`src/rtl/pulse_rate_meter_pkg.sv`:
```
// Shared constants and types for the pulse rate meter.
// Gate lengths match the board's rate selections at 50 MHz.
package pulse_rate_meter_pkg;

  localparam int GATE_1S     = 50000000;
  localparam int GATE_HALF_S = 25000000;
  localparam int GATE_2S     = 100000000;

  typedef enum logic {
    IDLE    = 1'b0,
    MEASURE = 1'b1
  } meter_state_t;

endpackage

```
`src/rtl/sync_edge_detect.sv`:
```
// Two-flop synchronizer plus history flop; rise is a one-cycle pulse per rising edge.
// All flops clear on reset, so an input already high at reset release yields one rise.
module sync_edge_detect (
  input  logic clock,
  input  logic reset,
  input  logic sig_in,
  output logic rise
);

  logic s1;
  logic s2;
  logic s3;

  always_ff @(posedge clock or negedge reset) begin
    if (!reset) begin
      s1 <= 1'b0;
      s2 <= 1'b0;
      s3 <= 1'b0;
    end else begin
      s1 <= sig_in;
      s2 <= s1;
      s3 <= s2;
    end
  end

  assign rise = s2 & ~s3;

endmodule

```
`src/rtl/pulse_rate_meter.sv`:
```
// Counts rising edges of sig_in over a fixed gate window of GATE_CYCLES clocks
// and latches the (saturated) count and overflow flag at each window end.
module pulse_rate_meter
  import pulse_rate_meter_pkg::*;
#(
  parameter int GATE_CYCLES = GATE_1S,
  parameter int CNT_WIDTH   = 8
) (
  input  logic                 clock,
  input  logic                 reset,
  input  logic                 enable,
  input  logic                 sig_in,
  output logic [CNT_WIDTH-1:0] count_out,
  output logic                 overflow,
  output logic                 valid
);

  localparam int GW = (GATE_CYCLES > 1) ? $clog2(GATE_CYCLES) : 1;
  localparam logic [GW-1:0]        GATE_LAST = GW'(GATE_CYCLES - 1);
  localparam logic [CNT_WIDTH-1:0] CNT_MAX   = '1;

  meter_state_t         state;
  logic [GW-1:0]        gate_cnt;
  logic [CNT_WIDTH-1:0] edge_cnt;
  logic                 ovf;
  logic                 rise;
  logic                 at_max;
  logic                 window_end;

  sync_edge_detect u_sync (
    .clock  (clock),
    .reset  (reset),
    .sig_in (sig_in),
    .rise   (rise)
  );

  assign at_max     = (edge_cnt == CNT_MAX);
  assign window_end = (state == MEASURE) && enable && (gate_cnt == GATE_LAST);

  // With two states the next state is simply whatever enable asks for.
  always_ff @(posedge clock or negedge reset) begin
    if (!reset) begin
      state <= IDLE;
    end else begin
      state <= enable ? MEASURE : IDLE;
    end
  end

  always_ff @(posedge clock or negedge reset) begin
    if (!reset) begin
      gate_cnt <= '0;
      edge_cnt <= '0;
      ovf      <= 1'b0;
    end else if ((state != MEASURE) || !enable || window_end) begin
      gate_cnt <= '0;
      edge_cnt <= '0;
      ovf      <= 1'b0;
    end else begin
      gate_cnt <= gate_cnt + GW'(1);
      if (rise) begin
        if (at_max) begin
          ovf <= 1'b1;
        end else begin
          edge_cnt <= edge_cnt + CNT_WIDTH'(1);
        end
      end
    end
  end

  // An edge on the window-end cycle still belongs to the window that is closing.
  always_ff @(posedge clock or negedge reset) begin
    if (!reset) begin
      count_out <= '0;
      overflow  <= 1'b0;
      valid     <= 1'b0;
    end else begin
      valid <= window_end;
      if (window_end) begin
        count_out <= (rise && !at_max) ? edge_cnt + CNT_WIDTH'(1) : edge_cnt;
        overflow  <= ovf | (at_max & rise);
      end
    end
  end

endmodule

```
`config.mk`:
```
export PLATFORM = sky130hd
export DESIGN_NAME = pulse_rate_meter
export DESIGN_NICKNAME = d
export VERILOG_FILES = /design/src/rtl/pulse_rate_meter_pkg.sv /design/src/rtl/sync_edge_detect.sv /design/src/rtl/pulse_rate_meter.sv
export SDC_FILE = /design/constraint.sdc
export NUM_CORES = 1
export LEC_CHECK = 0
export ABC_AREA = 1
export BUFFER_PORTS_ARGS = -buffer_cell sky130_fd_sc_hd__buf_2
export CORE_MARGIN = 3
export CORE_UTILIZATION = 41
export CTS_CLUSTER_DIAMETER = 80
export DETAILED_ROUTE_END_ITERATION = 10
export GPL_ROUTABILITY_DRIVEN = 0
export SYNTH_ARGS = -nofsm -noshare
export SYNTH_HDL_FRONTEND = slang
export SYNTH_SLANG_ARGS = --single-unit
```
`constraint.sdc`:
```
create_clock -name clock -period 1.6 [get_ports clock]
set_input_delay 0.32 -clock clock [delete_from_list [all_inputs] [get_ports clock]]
set_output_delay 0.32 -clock clock [all_outputs]
set_load 0.01 [all_outputs]
```
After elaboration in Yosys (flattened, before gate mapping)
Cells that the tools add are included.

word-level totals
  register bits after elaboration = 49
  input bits = 4
  output and inout bits = 10
  word-level logic and storage cells = 40

operators by class
  add/sub/neg operators = 2
  equal/unequal tests = 3
  multiplexer cells = 9
  bitwise logic cells = 5
  reductions and logical operators = 11

operators by type and width
  cell                     number
  $mux W8                  4
  $add A26 B1 Y26 const B  1
  $eq A26 B26 Y1 const B   1
  $mux W26                 1
  $add A8 B1 Y8 const B    1
  $eq A8 B8 Y1 const B     1
  $mux W1                  4
  $reduce_and A2 Y1        2
  $reduce_bool A2 Y1       2
  $logic_and A1 B1 Y1      3
  $and A1 B1 Y1            2
  $logic_not A1 Y1         2
  $logic_or A1 B1 Y1       2
  $ne A2 B1 Y1 const B     1
  $not A1 Y1               2
  $or A1 B1 Y1             1

Depth between registers and ports, before layout
Gate-level depths: netlist of the first run.

  depth after elaboration = 5
  depth in mapped cells = 10
  mapped depth without buffers = 10

Hierarchy
From an unflattened synthesis of the first run, not the netlist that was laid out.

second synthesis, totals
  cells, all modules = 353
  area total of the unflattened synthesis = 2652.5 um2

by module, submodules not included
  module            instances  cells each  area an instance (um2)  seq. area each (um2)
  pulse_rate_meter  1          348         2567.5                  1151.1
  sync_edge_detect  1          5           85.1                    75.1

Worst setup path after synthesis of the first run
No wires, ideal clock.

  path type = flip-flop to flip-flop
  start = register gate_cnt[0]
  end = register gate_cnt[15]
  library setup time = 119 ps
  arrival = 1446 ps
  data required time = 1481 ps
  slack = 35 ps
  cell stages (with the launch flop) = 10
  path buffers = 1
  period minus slack after synthesis = 1565 ps
  path through = dfrtp_1 > ha_1 > inv_2 > nor2_4 > nand2_2 > nor2_4 > nand3_4 > nand2_8 > buf_6 > nor2_1

on the way
  word-level cells in the longest chain between the ends = 4
  elaborated cells between the ends (all ways) = 5
  classes of those cells = add/sub: 1; eq/ne: 1; mux: 1; reduce/logical: 2

ends and longest elaborated chain
  element                                                  line                    source
  from (decl)                                              pulse_rate_meter.sv:23  logic [GW-1:0] gate_cnt;
  from (signal assigned)                                   pulse_rate_meter.sv:59  gate_cnt <= gate_cnt + GW'(1);
  branches (longest 3 deep; another with $add A26 B1 Y26)  n/a
  $mux W26 *                                               pulse_rate_meter.sv:54  end else if ((state != MEASURE) || !enable || window_end) begin

Mark *: on every way between the ends.
A chain may end at the register's enable or synchronous reset.

Worst setup path in the final report of the first run
  start = register gate_cnt[0]
  end = register gate_cnt[19]

Same word-level chain as after synthesis.

==> results by group, run 1 <==
Run status
  • Run status: finished clean

Timing
  • Worst-margin pin slew: between 300 and 400 ps
  • RSZ-0062 raised after global routing: yes
  • Setup TNS: 0 ps
  • Max Slew Vio Count: 0
  • Final hold vios: 0
  • Final setup violation count: 0
  • Fin crit period: between 1000 and 1500 ps
  • Max Clk Rate: between 600 and 700 MHz
  • Worst clock skew: 3.02 ps
  • Hold slack final: 117 ps
  • Setup slack after layout: 105 ps
  • Slew HR: 77.7%
  • Final Cycle Share: 93.4%

Critical path
  • Worst path most repeated cell: nor2_4
  • Crit end category: flop
  • CP bufs+invs: 1
  • Max FO, Critical Path: 35
  • CP cell instances: ha_2 > inv_2 > nor2_4 > nand2_2 > nor2_4 > nand3_4 > nand2_8 > nor2_1
  • Cell family with most CP delay: simple AND/OR/NAND/NOR gates
  • CP max-delay cell: dfrtp_1
  • Worst EP arrival: 1680 ps
  • Slowest stage delay, CP: 370 ps
  • Kind of critical path: flop to flop
  • Startpoint Class: flop
  • WP data required: 1790 ps

Synthesis
  • Synthesized area per cell: 7.38 um2
  • FF+latch count, synth: 49
  • Synth warn: 0
  • Distinct cells, synth: 21
  • Post-Syn Nets: approximately 360
  • Synth Instances: ~360
  • Register area share after synthesis: around 47%
  • Mapped cell area: 2630 um2

Die
  • Die extent in y: 86.0 um
  • # IOs: 14
  • Die Span X: 86.0 um
  • Die area: 7400 um2
  • Row count: 28
  • Core area: 6060 um2
  • Initial core utilization: 43.3%

Power and ir drop
  • Leakage power: ~1.4 nW
  • Switching share of power: a little over a fifth
  • PwrDens: 718 nW/um2
  • VDD IR-drop max: 0.336 mV
  • Comb power frac: about 4.1%
  • Clock share of power: 39.4%
  • Pint: 1.73 mW
  • Flop pwr share: between 50% and 60%
  • Sw power: 481 uW

Flow run
  • Max_cap viols: 0

Finish
  • Core Util, Final: a little over 50%
  • Post-Layout Inst Area: 3080 um2
  • Biggest register: gate_cnt
  • Most common cell after layout, fill and taps aside: nand2_1
  • Final nets: 404
  • Fill cell count: 585
  • Layout cells sized above 1: 16.1%
  • Area grow syn2layout: 17.2%
  • Largest regs: gate_cnt (26), count_out (8), edge_cnt (8)
  • Sequential cell area: between 1000 and 1500 um2
  • Most frequent cells in the layout: 134 x nand2_1, 74 x nor2_1, 49 x dfrtp_1, 31 x inv_1, 23 x buf_4
  • Multi-input logic area: 1260 um2
  • Max reg flops: 26
  • Diodes inserted: 0

Routing
  • Vias: ~2.2k
  • Routed vias/inst: 4.64
  • DRC viols: 0
  • First-pass DRT Iterations: 4
  • WL/cell: 11.8 um
  • Final wirelength: 5.56 mm
  • DRT iter0 DRCs: 141
  • Post-route ant nets: 0

Clock network
  • Reg clk slew, reported paths: about 90 ps
  • Clk_lat worst skew: ~300 ps
  • Cts bufs inserted: 5
  • Clock root cell: clkbuf_8
  • Clock Sinks: 49
  • Max Root-Sink Buffers: 2
  • CTS tree: yes
  • H-tree level count: 2

GRT
  • Global-route wire length before repair: roughly 9.7 mm
  • Initial antenna violation count: 0
  • Vias in the first global route: 2036
  • GRT Resource Usage Total: 16.6%
  • Pin count of the biggest net entering global routing: 36
  • Total grt overflow: 0

Min path
  • Hold Path Class: primary input to flop

Placement
  • # port buffers: 13
  • Final HPWL DP: 4.20 mm
  • Setup Slack @ Placement: approximately 7.7 ps
  • Dpl cell area: 2920 um2
[kinds of logic (layout without fill, tap and decap cells)]
kind of cell             Yosys count  after routing  synth area share [%]
flip-flops                        49             49                  46.7
buffers and inverters             36             78                  6.15
AO/OA/AOI/OAI                     10             10                  1.91
XOR/XNOR                          17             17                  5.67
adder cells (fa/ha/maj)            2              2                 0.953
AND/OR/NAND/NOR                  242            242                  38.6
[layer usage]
| layer | part of all wire [%] | vias up | global-route usage, % |
|---|---|---|---|
| li1 | - | 1157 | - |
| met3 | 5.5 | 9 | 3.55 |
| met5 | 0 | - | 0 |
| met4 | 1.7 | 0 | 4.89 |
| met1 | 52 | 980 | 25.2 |
| met2 | 41 | 50 | 23.7 |
[through the flow]
| step | power, mW | cells |
|---|---|---|
| 3_3_place_gp | 1.36 | 462 |
| 4_1_cts | 2.23 | 472 |
| 5_1_grt | 2.31 | 473 |
| 2_1_floorplan | 1.32 | 356 |
| 3_5_place_dp | 1.36 | 462 |
| 6_report | 2.21 | 473 |
[power by group through the flow]
stage / logic, mW / registers (mW) / clock network (mW)
finish: 0.0903 / 1.25 / 0.870
global route: 0.105 / 1.25 / 0.956
CTS: 0.0919 / 1.25 / 0.891
detailed placement: 0.0862 / 1.27 / 0
global placement: 0.0852 / 1.27 / 0
floorplan: 0.0409 / 1.27 / 0
[synthesized netlist by cell type]
cell type | n | area share (%)
a21oi_1 | 8 | 1.5
nand2_1 | 136 | 19
inv_2 | 1 | 0.14
nand2_2 | 3 | 0.71
nand2_8 | 1 | 0.76
nand4_2 | 1 | 0.48
nand3_1 | 15 | 2.9
dfrtp_1 | 49 | 47
nor2_2 | 1 | 0.24
nor2_1 | 78 | 11
nand3_4 | 1 | 0.67
ha_1 | 2 | 0.95
buf_8 | 1 | 0.57
o21ai_0 | 2 | 0.38
nand4_1 | 3 | 0.71
buf_6 | 2 | 0.86
xor2_1 | 8 | 2.7
inv_1 | 32 | 4.6
nor2_8 | 1 | 0.76
nor2_4 | 2 | 0.86
xnor2_1 | 9 | 3.0
[final cells by class]
class                           count  share of cell area (%)
Clock buffer                        5                    2.23
Timing Repair Buffer               38                    8.70
Multi-Input combinational cell    271                    41.0
Sequential cell                    49                    39.8
Inverter                           33                    4.02
Clock inverter                      2                    1.14
Tap cell                           75                    3.05
[worst reg2reg max path, cell delays in order (launching register included)]
cell and delay [ps]:
dfrtp_1 370, ha_2 190, inv_2 40, nor2_4 100
nand2_2 90, nor2_4 130, nand3_4 140, nand2_8 230
nor2_1 100
[worst paths after layout]
| kind | endpoint | slack, ps | depth (start not counted) | startpoint |
|---|---|---|---|---|
| hold reg to reg | u_sync.s2$_DFF_PN0_ | 350 | 0 | u_sync.s1$_DFF_PN0_ |
| setup reg to reg | gate_cnt[19]$_DFF_PN0_ | 100 | 8 | gate_cnt[0]$_DFF_PN0_ |
| hold / removal | u_sync.s1$_DFF_PN0_ | 120 | 1 | sig_in |
| setup / recovery | gate_cnt[19]$_DFF_PN0_ | 100 | 8 | gate_cnt[0]$_DFF_PN0_ |
| max in group asynchronous | u_sync.s1$_DFF_PN0_ | 690 | 3 | reset |
| min in group asynchronous | edge_cnt[3]$_DFFE_PN0P_ | 440 | 2 | reset |
[timing repair]
action	CTS	global route
hold endpoints to repair	12	0
hold buffers	1	0
pin swaps	0	0
gates resized for setup	0	10
setup endpoints to repair	2	39
buffers inserted	2	1
No activity file was read; power rests on OpenSTA's default activity.
==> run 2, diff against run 1 <==
--- a/config.mk
+++ b/config.mk
@@ -5,7 +5,6 @@
 export SDC_FILE = /design/constraint.sdc
 export NUM_CORES = 1
 export LEC_CHECK = 0
-export ABC_AREA = 1
 export BUFFER_PORTS_ARGS = -buffer_cell sky130_fd_sc_hd__buf_2
 export CORE_MARGIN = 3
 export CORE_UTILIZATION = 41
==> run 2 against run 1 <==
  * The flow now finishes with violations (negative hold slack, negative setup slack)
  * First-iteration DRC count shrank 63%
  * Non-clock buffer count increased by 39
  * Combinational power up 33%
  * Synthesized cell count fell by 37%
  * Sequential share of layout area shrank 2.8 points
  * Clock-buffer cell count increased by 2
  * Cell area increased by 7.5%
  * Register-to-register slack got worse by 330 ps
  * Global-route usage rose by 0.058 points
  * Flip-flop and latch count is the same
  * Clock skew up 5.8 ps
  * Largest power group unchanged
==> results by group, run 2 <==
Run status
  • Run status: finished with violations
  • Failing checks: negative hold slack, negative setup slack

Placement
  • Final HPWL DP: 3.48 mm (-17%)
  • # port buffers: 13 (unchanged)

GRT
  • GRT Resource Usage Total: 16.7% (+0.058 points)
  • Vias in the first global route: 1903 (-6.5%)
  • Pin count of the biggest net entering global routing: 50 (+39%)
  • Total grt overflow: 0 (unchanged)
  • Global-route wire length before repair: 8.62 mm (-11%)
  • Initial antenna violation count: 0 (unchanged)

Power and ir drop
  • Power, Total: 2.10 mW (-5.2%)
  • Sw power: 457 uW (-5.1%)
  • Switching share of power: 21.8% (+0.022 points)
  • Flop pwr share: 59.7% (+3.2 points)
  • Pint: 1.64 mW (-5.2%)
  • Leakage power: 1.46 nW (+2.2%)
  • Clock share of power: 34.5% (-4.9 points)
  • PwrDens: 633 nW/um2 (-12%)
  • Comb power frac: 5.7% (+1.6 points)
  • VDD IR-drop max: 0.390 mV (+16%)

Finish
  • Most frequent cells in the layout: 51 x buf_4, 49 x dfrtp_1, 13 x buf_2, 12 x nand2_1
  • Area grow syn2layout: 41.6%
  • Multi-input logic area: 1230 um2 (-2.7%)
  • Layout cells sized above 1: 42.8% (+27 points)
  • Final nets: 305 (-25%)
  • Biggest register: gate_cnt
  • Sequential cell area: 1230 um2 (unchanged)
  • Fill cell count: 421 (-28%)
  • Most common cell after layout, fill and taps aside: buf_4
  • Largest regs: gate_cnt (26), count_out (8), edge_cnt (8)
  • Diodes inserted: 0 (unchanged)
  • Max reg flops: 26 (unchanged)

Clock network
  • Clock Sinks: 49 (unchanged)
  • Clock root cell: clkbuf_8
  • Max Root-Sink Buffers: 2 (unchanged)
  • Reg clk slew, reported paths: 90 ps (about the same)
  • H-tree level count: 2 (unchanged)
  • Clk_lat worst skew: 290 ps (about the same)
  • Cts bufs inserted: 5 (unchanged)
  • CTS tree: yes

Critical path
  • CP cell instances: nand3_2 > or4_4 > or4_1 > a21oi_2
  • Kind of critical path: flop to flop
  • CP max-delay cell: or4_4
  • Worst EP arrival: 2060 ps (+380 ps)
  • Reg2Reg Depth: 4 (-4)
  • CP bufs+invs: 0 (-1)
  • Crit end category: flop
  • Slowest stage delay, CP: 590 ps (+220 ps)
  • Critical path depth: 4 (-4)
  • Startpoint Class: flop
  • Cell family with most CP delay: simple AND/OR/NAND/NOR gates
  • WP data required: 1830 ps (+40 ps)
  • Max FO, Critical Path: 9 (-74%)

Synthesis
  • Synth area leaders: dfrtp_1 52%, mux2i_1 3.9%, nor2_1 3.9%
  • Synth warn: 0 (unchanged)
  • Distinct cells, synth: 37 (+76%)
  • Cell taking the most area after synthesis: dfrtp_1
  • Synth Instances: 224 (-37%)
  • Main flop type after synthesis: dfrtp_1
  • Mapped cell area: 2340 um2 (-11%)
  • Synth top cells by count: 49 x dfrtp_1, 24 x nor2_1, 12 x nand2_1, 12 x nand3_1
  • Post-Syn Nets: 230 (-36%)
  • Synthesized area per cell: 10.4 um2 (+41%)
  • FF+latch count, synth: 49 (unchanged)
  • Register area share after synthesis: 52.5% (+5.8 points)
  • FFs w/ async S/R, synth: 100% (unchanged)
  • Post-synth EDFFs: 0 (unchanged)
  • Yosys top cell area share: 52.5% (+5.8 points)
  • Most frequent cell after synthesis: dfrtp_1

Timing
  • Hold slack final: -10.7 ps (-128 ps)
  • Fin crit period: 1830 ps (+334 ps)
  • RSZ-0062 raised after global routing: yes
  • Final Cycle Share: 114% (+21 points)
  • Worst-margin pin slew: 369 ps (+35.2 ps)
  • Final hold vios: 10 (+10)
  • Worst clock skew: 8.77 ps (+5.76 ps)
  • Setup slack after layout: -229 ps (-334 ps)
  • Slew HR: 74.7% (-3.1 points)
  • Max Clk Rate: 547 MHz (-18%)
  • Max Slew Vio Count: 0 (unchanged)
  • Setup TNS: -7210 ps (-7210 ps)
  • Final setup violation count: 43 (+43)

Die
  • Die area: 6640 um2 (-10%)
  • Core area: 5300 um2 (-13%)
  • Die extent in y: 81.5 um (-5.3%)
  • Initial core utilization: 44.1% (+0.75 points)
  • Die Span X: 81.5 um (-5.3%)
  • # IOs: 14 (unchanged)
  • Row count: 26 (-7.1%)

Routing
  • Routed vias/inst: 5.22 (+13%)
  • Vias: 1928 (-12%)
  • DRT iter0 DRCs: 52 (-63%)
  • WL/cell: 14.2 um (+20%)
  • Post-route ant nets: 0 (unchanged)
  • DRC viols: 0 (unchanged)
  • Final wirelength: 5.22 mm (-6.1%)
  • First-pass DRT Iterations: 4 (unchanged)

Min path
  • Hold Path Class: primary input to async pin

Flow run
  • Max_cap viols: 0 (unchanged)
## run 2: path summary, 6_finish.rpt
path                       slack, ps                     end             startpoint
setup reg to reg                -230  gate_cnt[25]$_DFF_PN0_  gate_cnt[9]$_DFF_PN0_
max in group asynchronous       1380         state$_DFF_PN0_                  reset
hold reg to reg                  360     u_sync.s2$_DFF_PN0_    u_sync.s1$_DFF_PN0_
min in group clock               130     u_sync.s1$_DFF_PN0_                 sig_in
hold / removal                   -10  gate_cnt[19]$_DFF_PN0_                  reset
setup / recovery                -230  gate_cnt[25]$_DFF_PN0_  gate_cnt[9]$_DFF_PN0_
## run 2: cell type report
class	count	area share, %
Sequential cell	49	37.0
Timing Repair Buffer	77	19.5
Inverter	9	1.02
Multi-Input combinational cell	157	37.2
Tap cell	70	2.65
Clock buffer	7	2.61
## run 2: cell families after synthesis
kind of cell	after synthesis	share of synthesized area (%)
compound gates	30	8.08
fa+ha+maj	2	1.07
simple gates	96	23.0
buf+inv	18	3.64
xor+xnor	16	6.00
flops	49	52.5
mux	13	5.78
## run 2: power by group through the flow
stage | clock network [mW] | registers [mW] | logic, mW
after floorplan | 0 | 1.28 | 0.0269
after global placement | 0 | 1.28 | 0.0825
after detailed placement | 0 | 1.28 | 0.0835
after CTS | 0.751 | 1.25 | 0.0931
after global routing | 0.806 | 1.25 | 0.131
final | 0.724 | 1.25 | 0.120
## run 2: metrics by stage
| step | setup WS (ps) | instance area [um2] | utilization (%) | instances |
|---|---|---|---|---|
| finish | -229 | 3310 | 62.4 | 369 |
| global route | -296 | 3310 | 62.4 | 369 |
| CTS | -180 | 3100 | 58.4 | 365 |
| detailed placement | -228 | 2900 | 54.6 | 352 |
| global placement | -161 | 2900 | 54.6 | 352 |
| floorplan | -138 | 2370 | - | 224 |
## run 2: routing by layer
metal / track usage [%] / wire length, um / vias up
met5: 0 / 0 / -
met4: 5.24 / 45 / 0
met3: 3.62 / 131 / 5
met2: 28.1 / 2690 / 17
met1: 21.4 / 2360 / 951
li1: - / - / 955
## run 2: repair_timing
action,CTS,global route
pin swaps,5,16
setup buffers,5,2
hold buffers,0,0
resized for setup,12,48
endpoints found under the setup margin,43,43
cloned,1,2
==> run 3, diff against run 2 <==
--- a/config.mk
+++ b/config.mk
@@ -5,9 +5,10 @@
 export SDC_FILE = /design/constraint.sdc
 export NUM_CORES = 1
 export LEC_CHECK = 0
-export BUFFER_PORTS_ARGS = -buffer_cell sky130_fd_sc_hd__buf_2
+export BUFFER_PORTS_ARGS = -buffer_cell sky130_fd_sc_hd__buf_4
 export CORE_MARGIN = 3
-export CORE_UTILIZATION = 41
+export CORE_UTILIZATION = 25
+export CTS_BUF_LIST = sky130_fd_sc_hd__clkbuf_16
 export CTS_CLUSTER_DIAMETER = 80
 export DETAILED_ROUTE_END_ITERATION = 10
 export GPL_ROUTABILITY_DRIVEN = 0
==> run 3 against run 2 <==
  * Clock-buffer cell count down 2
  * Global-route usage down 6.5 points
  * Critical endpoint is now gate_cnt[17]$_DFF_PN0_
  * Routed wire length down 0.73%
  * First-iteration DRC count down 31%
  * Largest power group unchanged
  * Die area up 59%
  * Register-to-register slack better by 70 ps
  * Critical path depth up 1
  * Largest cell class unchanged
  * Clock power up 41%
  * Flip-flop and latch count unchanged
  * Core utilization down 24 points
  * The run ends with negative setup slack left
==> results by group, run 3 (synthesis gave the netlist of run 2 again) <==
Finish
  • Area grow syn2layout: 44.6%
  • Max reg flops: 26 (unchanged)
  • Sequential cell area: 1230 um2 (unchanged)
  • Most common cell after layout, fill and taps aside: buf_4
  • Diodes inserted: 0 (unchanged)
  • Final Non-Filler Cells: 400 (+8.4%)
  • Biggest register: gate_cnt
  • Multi-input logic area: 1230 um2 (+0.30%)
  • Fill cell count: 867 (+110%)
  • Most frequent cells in the layout: 56 x buf_4, 49 x dfrtp_1, 12 x nand2_1, 12 x nor2_4, 11 x nand3_1
  • Core Util, Final: 38.0% (-24 points)
  • Layout cells sized above 1: 40.4% (-2.4 points)
  • Largest regs: gate_cnt (26), count_out (8), edge_cnt (8)
  • Final nets: 297 (-2.6%)

Power and ir drop
  • VDD IR-drop max: 0.507 mV (+30%)
  • Power, Total: 2.40 mW (+14%)
  • Leakage power: 1.45 nW (-0.17%)
  • PwrDens: 709 nW/um2 (+12%)

GRT
  • Initial antenna violation count: 0 (unchanged)
  • Pin count of the biggest net entering global routing: 50 (unchanged)
  • GRT Resource Usage Total: 10.2% (-6.5 points)
  • Vias in the first global route: 1892 (-0.58%)
  • Global-route wire length before repair: 8.63 mm (+0.15%)
  • Total grt overflow: 0 (unchanged)

Clock network
  • H-tree level count: 2 (unchanged)
  • CTS tree: yes
  • Clk_lat worst skew: 280 ps (about the same)
  • Hold buffer count at cts: 0 (unchanged)
  • Cts bufs inserted: 5 (unchanged)
  • Max Root-Sink Buffers: 2 (unchanged)
  • Clock root cell: clkbuf_16
  • Reg clk slew, reported paths: 70 ps (-20 ps)
  • Clock Sinks: 49 (unchanged)

Critical path
  • CP cell instances: nand2_1 > or4_4 > buf_6 > or3_1 > a21oi_1
  • Startpoint Class: flop
  • Kind of critical path: flop to flop
  • Max FO, Critical Path: 8 (-1)
  • CP max-delay cell: or4_4
  • WP data required: 1810 ps (-20 ps)
  • Slowest stage delay, CP: 590 ps (about the same)
  • Worst EP arrival: 1970 ps (-90 ps)
  • Crit end category: flop

Timing
  • Setup slack after layout: -163 ps (+66.4 ps)
  • Fin crit period: 1760 ps (-66.4 ps)
  • Hold slack final: 53.8 ps (+64.4 ps)
  • Final hold vios: 0 (-10)
  • Slew HR: 58.7% (-16 points)
  • Final setup violation count: 41 (-4.7%)
  • Max Slew Vio Count: 0 (unchanged)
  • Worst-margin pin slew: 619 ps (+250 ps)
  • RSZ-0062 raised after global routing: yes
  • Final Cycle Share: 110% (-4.1 points)
  • Max Clk Rate: 567 MHz (+3.8%)
  • Worst clock skew: 4.97 ps (-3.80 ps)

Routing
  • DRT iter0 DRCs: 36 (-31%)
  • Final wirelength: 5.18 mm (-0.73%)
  • DRC viols: 0 (unchanged)
  • Vias: 1911 (-0.88%)
  • Post-route ant nets: 0 (unchanged)
  • First-pass DRT Iterations: 4 (unchanged)
  • Routed vias/inst: 4.78 (-8.6%)
  • WL/cell: 13.0 um (-8.4%)

Placement
  • Placed cells: 383 (+8.8%)
  • Final HPWL DP: 3.53 mm (+1.3%)
  • # port buffers: 13 (unchanged)

Die
  • # IOs: 14 (unchanged)
  • Die area: 10500 um2 (+59%)
  • Row count: 34 (+31%)
  • Core area: 8890 um2 (+68%)
  • Die Span X: 103 um (+26%)
  • Initial core utilization: 26.3% (-18 points)
  • Die extent in y: 103 um (+26%)

Min path
  • Hold Path Class: primary input to async pin

Run status
  • Failing checks: negative setup slack
  • Run status: finished with violations

Flow run
  • Max_cap viols: 0 (unchanged)
run 3: critical path: cells and delay by family (launching register included):
kind / cells / cell delay, ps
compound gates: 1 / 130
buf+inv: 1 / 160
simple gates: 3 / 980
flops: 1 / 410
run 3: metal layers:
layer / wire length [um] / GRT usage, %
met3: 141 / 2.64
met2: 2620 / 17.2
met5: 0 / 0
met4: 0 / 1.92
met1: 2420 / 13.3
run 3: repair_timing:
item,4_1_cts,5_1_grt
setup buffers,2,5
resized for setup,7,52
pin swaps,7,20
cloned,0,2
endpoints found under the setup margin,34,42
run 3: area by class of cell:
cell class / count / share of cell area [%]
clock inverters: 3 / 0.518
well taps: 108 / 4.00
repair buffers: 69 / 18.0
flip-flops and latches: 49 / 36.3
clock buffers: 5 / 3.70
inverters: 9 / 0.999
multi-input cells: 157 / 36.5
run 3: path summary, 6_finish.rpt:
kind                                       start                endpoint  slack (ps)  cells after the start
setup / recovery           gate_cnt[1]$_DFF_PN0_  gate_cnt[17]$_DFF_PN0_        -160                      5
hold / removal                             reset     u_sync.s3$_DFF_PN0_          50                      1
setup reg to reg           gate_cnt[1]$_DFF_PN0_  gate_cnt[17]$_DFF_PN0_        -160                      5
hold reg to reg              u_sync.s1$_DFF_PN0_     u_sync.s2$_DFF_PN0_         350                      0
max in group asynchronous                  reset  gate_cnt[25]$_DFF_PN0_        1120                      1
min in group clock                        sig_in     u_sync.s1$_DFF_PN0_         150                      1
run 3: per-stage QoR:
step,worst slack [ps],instance area (um2),setup TNS (ps)
2_1_floorplan,-138,2370,-1110
4_1_cts,-159,3090,-2160
3_5_place_dp,-211,2900,-2130
5_1_grt,-231,3380,-5760
3_3_place_gp,-178,2900,-1810
6_report,-163,3380,-3150
run 3: where the power goes:
group          total (mW)  internal (mW)  leakage (nW)  switching (mW)
Combinational       0.120         0.0505         0.740          0.0691
Clock                1.02          0.574        0.0712           0.450
Sequential           1.25           1.25         0.643         0.00632
